<file path="src/rtl/decode_stage.sv">
// Instruction-decode pipeline stage: valid/ready input from fetch, one output register
// toward execute, load-use bubble insertion, flush, and saturating stall/illegal counters.
module decode_stage #(
  parameter int DATA_WIDTH = 32,
  parameter int CNT_WIDTH  = 16
) (
  input  logic                  i_clk,
  input  logic                  i_rst,
  input  logic                  i_in_valid,
  output logic                  o_in_ready,
  input  logic [31:0]           i_inst,
  input  logic                  i_flush,
  output logic                  o_out_valid,
  input  logic                  i_out_ready,
  output logic [4:0]            o_rs,
  output logic [4:0]            o_rt,
  output logic [4:0]            o_wr_reg,
  output logic [DATA_WIDTH-1:0] o_imm_ext,
  output logic [25:0]           o_target,
  output logic                  o_regWr,
  output logic                  o_memWr,
  output logic                  o_memToReg,
  output logic                  o_ALUsrc,
  output logic                  o_jump,
  output logic                  o_branch,
  output logic [1:0]            o_ALUcntrl,
  output logic                  o_illegal,
  output logic [CNT_WIDTH-1:0]  o_stall_cnt,
  output logic [CNT_WIDTH-1:0]  o_illegal_cnt
);

  localparam logic [CNT_WIDTH-1:0] CNT_ONE = {{(CNT_WIDTH-1){1'b0}}, 1'b1};
  localparam logic [CNT_WIDTH-1:0] CNT_MAX = {CNT_WIDTH{1'b1}};

  logic [5:0]            w_op, w_funct;
  logic [4:0]            w_rs, w_rt, w_rd, w_wr_reg;
  logic                  w_regWr, w_memWr, w_memToReg, w_ALUsrc, w_jump, w_branch;
  logic                  w_regDst, w_jal, w_zext, w_illegal, w_reads_rs, w_reads_rt;
  logic [1:0]            w_alu;
  logic [DATA_WIDTH-1:0] w_imm;
  logic                  w_hazard, w_accept;

  logic                  r_valid;
  logic [4:0]            r_rs, r_rt, r_wr_reg;
  logic [DATA_WIDTH-1:0] r_imm;
  logic [25:0]           r_target;
  logic                  r_regWr, r_memWr, r_memToReg, r_ALUsrc, r_jump, r_branch, r_illegal;
  logic [1:0]            r_alu;
  logic [CNT_WIDTH-1:0]  r_stall_cnt, r_illegal_cnt;

  assign w_op    = i_inst[31:26];
  assign w_funct = i_inst[5:0];
  assign w_rs    = i_inst[25:21];
  assign w_rt    = i_inst[20:16];
  assign w_rd    = i_inst[15:11];

  always_comb begin
    w_regWr    = 1'b0;
    w_memWr    = 1'b0;
    w_memToReg = 1'b0;
    w_ALUsrc   = 1'b0;
    w_jump     = 1'b0;
    w_branch   = 1'b0;
    w_regDst   = 1'b0;
    w_jal      = 1'b0;
    w_zext     = 1'b0;
    w_illegal  = 1'b0;
    w_alu      = 2'd0;
    w_reads_rs = 1'b1;
    w_reads_rt = 1'b0;
    case (w_op)
      6'h23: begin w_regWr = 1'b1; w_memToReg = 1'b1; w_ALUsrc = 1'b1; end
      6'h2b: begin w_memWr = 1'b1; w_ALUsrc = 1'b1; w_reads_rt = 1'b1; end
      6'h08: begin w_regWr = 1'b1; w_ALUsrc = 1'b1; end
      6'h0e: begin w_regWr = 1'b1; w_ALUsrc = 1'b1; w_alu = 2'd3; w_zext = 1'b1; end
      6'h04, 6'h05: begin w_branch = 1'b1; w_alu = 2'd3; w_reads_rt = 1'b1; end
      6'h02: begin w_jump = 1'b1; w_reads_rs = 1'b0; end
      6'h03: begin w_jump = 1'b1; w_regWr = 1'b1; w_jal = 1'b1; w_reads_rs = 1'b0; end
      6'h00: begin
        case (w_funct)
          6'h20: begin w_regWr = 1'b1; w_regDst = 1'b1; w_reads_rt = 1'b1; end
          6'h22: begin w_regWr = 1'b1; w_regDst = 1'b1; w_reads_rt = 1'b1; w_alu = 2'd1; end
          6'h2a: begin w_regWr = 1'b1; w_regDst = 1'b1; w_reads_rt = 1'b1; w_alu = 2'd2; end
          6'h08: w_jump = 1'b1;
          default: w_illegal = 1'b1;
        endcase
      end
      default: w_illegal = 1'b1;
    endcase
  end

  assign w_wr_reg = w_regDst ? w_rd : (w_jal ? 5'd31 : w_rt);
  assign w_imm    = {{(DATA_WIDTH-16){i_inst[15] & ~w_zext}}, i_inst[15:0]};

  // Load in the output register whose result the incoming instruction needs right now.
  assign w_hazard = r_valid && r_memToReg && (r_wr_reg != 5'd0) && i_in_valid &&
                    ((w_reads_rs && (w_rs == r_wr_reg)) || (w_reads_rt && (w_rt == r_wr_reg)));

  assign o_in_ready = (!r_valid || i_out_ready) && !w_hazard && !i_flush;
  assign w_accept   = i_in_valid && o_in_ready;

  always_ff @(posedge i_clk or posedge i_rst) begin
    if (i_rst) begin
      r_valid       <= 1'b0;
      r_rs          <= '0;
      r_rt          <= '0;
      r_wr_reg      <= '0;
      r_imm         <= '0;
      r_target      <= '0;
      r_regWr       <= 1'b0;
      r_memWr       <= 1'b0;
      r_memToReg    <= 1'b0;
      r_ALUsrc      <= 1'b0;
      r_jump        <= 1'b0;
      r_branch      <= 1'b0;
      r_illegal     <= 1'b0;
      r_alu         <= 2'd0;
      r_stall_cnt   <= '0;
      r_illegal_cnt <= '0;
    end else if (i_flush) begin
      r_valid <= 1'b0;
    end else if (w_accept) begin
      r_valid    <= 1'b1;
      r_rs       <= w_rs;
      r_rt       <= w_rt;
      r_wr_reg   <= w_wr_reg;
      r_imm      <= w_imm;
      r_target   <= i_inst[25:0];
      r_regWr    <= w_regWr;
      r_memWr    <= w_memWr;
      r_memToReg <= w_memToReg;
      r_ALUsrc   <= w_ALUsrc;
      r_jump     <= w_jump;
      r_branch   <= w_branch;
      r_illegal  <= w_illegal;
      r_alu      <= w_alu;
      if (w_illegal && (r_illegal_cnt != CNT_MAX))
        r_illegal_cnt <= r_illegal_cnt + CNT_ONE;
    end else if (r_valid && i_out_ready) begin
      // Either a plain drain or a load-use bubble; only the latter is counted.
      r_valid <= 1'b0;
      if (w_hazard && (r_stall_cnt != CNT_MAX))
        r_stall_cnt <= r_stall_cnt + CNT_ONE;
    end
  end

  assign o_out_valid   = r_valid;
  assign o_rs          = r_rs;
  assign o_rt          = r_rt;
  assign o_wr_reg      = r_wr_reg;
  assign o_imm_ext     = r_imm;
  assign o_target      = r_target;
  assign o_regWr       = r_regWr;
  assign o_memWr       = r_memWr;
  assign o_memToReg    = r_memToReg;
  assign o_ALUsrc      = r_ALUsrc;
  assign o_jump        = r_jump;
  assign o_branch      = r_branch;
  assign o_ALUcntrl    = r_alu;
  assign o_illegal     = r_illegal;
  assign o_stall_cnt   = r_stall_cnt;
  assign o_illegal_cnt = r_illegal_cnt;

endmodule

</file>
<file path="config.mk">
export PLATFORM = sky130hd
export DESIGN_NAME = decode_stage
export DESIGN_NICKNAME = d
export VERILOG_FILES = /design/src/rtl/decode_stage.sv
export SDC_FILE = /design/constraint.sdc
export NUM_CORES = 1
export LEC_CHECK = 0
export BUFFER_PORTS_ARGS = -buffer_cell sky130_fd_sc_hd__buf_2
export CORE_MARGIN = 1
export CORE_UTILIZATION = 42
export CTS_CLUSTER_SIZE = 12
export DETAILED_ROUTE_END_ITERATION = 12
export PLACE_DENSITY = 0.82
export SLEW_MARGIN = 10
export SYNTH_ARGS = -nofsm -noshare
export SYNTH_HDL_FRONTEND = slang
export SYNTH_SLANG_ARGS = --single-unit
</file>
<file path="constraint.sdc">
create_clock -name i_clk -period 2.2 [get_ports i_clk]
set_clock_uncertainty 0.2 [all_clocks]
set_input_delay 0.33 -clock i_clk [delete_from_list [all_inputs] [get_ports i_clk]]
set_output_delay 0.33 -clock i_clk [all_outputs]
set_load 0.02 [all_outputs]
</file>
==> results.cfg <==
[cts]
numClockSinks = 74
clk_pin_slew_ns = 0.08
root_buffer = clkbuf_8
clockBufferDepth = 2
tritoncts = yes
cts_htree_levels = 3
cts_buffers = 9
clkLatencyLatePin_ns = 0.35

[hold_path]
min_path_type = in -> reg

[power]
power.share.clock = 0.277
powerDensity_mw_per_mm2 = 678
power_leakage_nw = 3.16
peakVddDrop_uv = 480
switching_share = 0.357
comb_power_share = 0.318
p_total_mw = 4.07
power.internal_mw = 2.62
seqPwrFrac = 0.405
power_switching_mw = 1.45

[floorplanning]
rows = 35
core_mm2 = 0.00920
die_area_mm2 = 0.00981
die_w_um = 99.0
start_util = 0.430
dieHeight_um = 99.0
num_io_pins = 153

[yosys]
synth_nets = 460
yosysTopAreaCellShare = 0.468
synth_edf_count = 0
synth-seq-cells = 74
synth_cell_type_count = 49
synth-main-ff-cell = dfrtp_1
netlist_instances = 421
synth_area_mm2 = 0.00395
synth_area_leader_cell = dfrtp_1
yosys-top-cells-area = dfrtp_1 (47%), nand2_1 (10%), buf_4 (8.2%), xor2_1 (6.0%), xnor2_1 (2.9%)
seq_area_frac_synth = 0.468
ys_warn_count = 0
syn_area_per_cell_um2 = 9.39
synthArstFlopShare = 1.00

[job]
maxCapViolations = 0

[detailed_routing]
wl_met2_mm = 6.49
detailroute.wirelength.met3_um = 556
drt-met1-wl_mm = 5.07
wirelength_mm = 12.4
routed.top_layer = met4
via_per_inst = 5.19
wire_per_inst_um = 16.8
final_antenna_net_count = 0
drc = 0
firstDrtPassIters = 4
vias = 3822
drtIter0Drc = 136

[setup_path]
crit_chain = xor2_1 > nor3_1 > nand3_1 > o21ai_4 > buf_6 > o2111ai_4 > nor4_1 > xor2_1
worst_setup_path_start_kind = register
end_kind = register
required_ns = 2.28
critPathSlowestCell = nor4_1
cp_max_fo = 8
cpMostUsedCell = xor2_1
crit_type = reg -> reg
crit_arrival_ns = 2.42
crit_path_max_incr_delay_ns = 0.42

[grt]
antenna_found_initial = 0
grt_pass1_vias = 3618
gr-usage-all-layers = 0.231
grt_max_degree = 28
grt_pass1_wl_mm = 17.6
overflow = 0

[sta]
hold_viol = 0
holdWs_ns = 0.0218
relSlewSlack = 0.576
rsz0062_at_grt = yes
tns_ns = -4.21
period_share = 1.06
layout_min_cycle_time_ns = 2.34
slew_viol_final = 0
tightestPinTransition_ns = 0.635
fin_ws_ns = -0.140
setup_viol = 67
max_freq_ghz = 0.427

[cells_and_area]
insertedDiodeCount = 0
fillers = 731
multi_input_area_mm2 = 0.00207
drive_gt1_frac = 0.517
final_util = 0.653
largest_reg_flops = 17
nNetsFinal = 660
final_area_mm2 = 0.00600
synthToLayoutAreaGrowth_pct = 51.8
layout_common_cells = buf_2 (149), nand2_1 (94), dfrtp_1 (73)
final_common_cell = buf_2
ff_latch_area_mm2 = 0.00185

[outcome]
status = complete, but fails checks
violations = negative setup slack

[placement]
dp_hpwl_mm = 7.85
gp_congestion = 0.867
dpl_cell_area_mm2 = 0.00498
io_buffers = 152
-- final cells by class --
type                            instances  share of cell area
Multi-Input combinational cell        284               0.345
Sequential cell                        74               0.309
Timing Repair Buffer                  244               0.283
Clock buffer                           12              0.0275
Tap cell                              111              0.0231
Clock inverter                          3             0.00771
Inverter                                8             0.00563
-- metrics by stage --
stage / cells / setup slack [ns]
6_report: 736 / -0.140
4_1_cts: 722 / -0.135
2_1_floorplan: 421 / -0.192
3_3_place_gp: 688 / -0.366
3_5_place_dp: 688 / -0.416
5_1_grt: 736 / -0.252
-- worst max-delay path, delay by kind of cell, from the launching register on --
family,cells,cell delay [ns]
AOI/OAI and AO/OA,2,0.40
xor gates and xnor gates,2,0.35
buffers and inverters,1,0.13
DFF,1,0.40
and+or+nand+nor,3,0.78
-- power groups by stage --
| stage | Clock, mW | Combinational, mW | Sequential [mW] |
|---|---|---|---|
| final | 1.13 | 1.29 | 1.65 |
| after global routing | 1.21 | 1.38 | 1.67 |
| after CTS | 1.14 | 1.18 | 1.64 |
| after detailed placement | 0 | 1.12 | 1.67 |
| after global placement | 0 | 1.10 | 1.65 |
| after floorplan | 0 | 0.624 | 1.85 |
-- repair_timing --
action,CTS,global route
setup endpoints to repair,7,70
resized for setup,23,71
hold buffers,11,1
setup buffers,8,7
gates cloned,1,7
pin swaps,10,21
hold endpoints to repair,34,1
-- kinds of logic after synthesis --
kind of cell             Yosys count  share of synthesized area
AO/OA/AOI/OAI                     38                     0.0690
adder cells (fa/ha/maj)            2                    0.00633
buffers and inverters             64                      0.112
flip-flops                        74                      0.468
multiplexers                       7                     0.0196
AND/OR/NAND/NOR                  196                      0.236
XOR/XNOR                          40                     0.0886
-- synth_stat cells (2+ instances only) --
| library cell | n |
|---|---|
| buf_6 | 3 |
| buf_4 | 43 |
| nand2b_1 | 3 |
| nor3_1 | 10 |
| dfrtp_1 | 74 |
| and2_1 | 2 |
| nor3_2 | 2 |
| nand4_1 | 8 |
| ha_1 | 2 |
| a21oi_1 | 6 |
| nand4b_1 | 2 |
| o21ai_0 | 14 |
| nand3b_1 | 4 |
| inv_1 | 8 |
| o22ai_1 | 6 |
| xor2_1 | 27 |
| clkbuf_1 | 3 |
| nor3b_1 | 2 |
| nand2_1 | 107 |
| o31ai_1 | 2 |
| nor2_1 | 16 |
| buf_2 | 6 |
| xnor2_1 | 13 |
| mux2_2 | 5 |
| and3_1 | 3 |
| nand3_1 | 18 |
| nor4_1 | 10 |
-- layer usage --
| layer | global-route usage | vias to the layer above |
|---|---|---|
| li1 | - | 1781 |
| met1 | 0.282 | 1883 |
| met2 | 0.411 | 133 |
| met3 | 0.0411 | 25 |
| met4 | 0.0781 | 0 |
| met5 | 0 | - |
-- path summary, 6_finish.rpt --
| path | start | endpoint | slack [ns] | depth (start not counted) |
|---|---|---|---|---|
| setup / recovery | o_wr_reg[1] | o_stall_cnt[7] | -0.14 | 8 |
| hold / removal | i_inst[18] | o_rt[2] | 0.02 | 3 |
| setup reg to reg | o_wr_reg[1] | o_stall_cnt[7] | -0.14 | 8 |
| hold reg to reg | o_jump | o_jump | 0.28 | 1 |
| max in group asynchronous | i_rst | o_illegal_cnt[13] | 0.77 | 4 |
| min in group asynchronous | i_rst | o_imm_ext[4] | 0.42 | 3 |
Power figures use the tool's default switching activity.
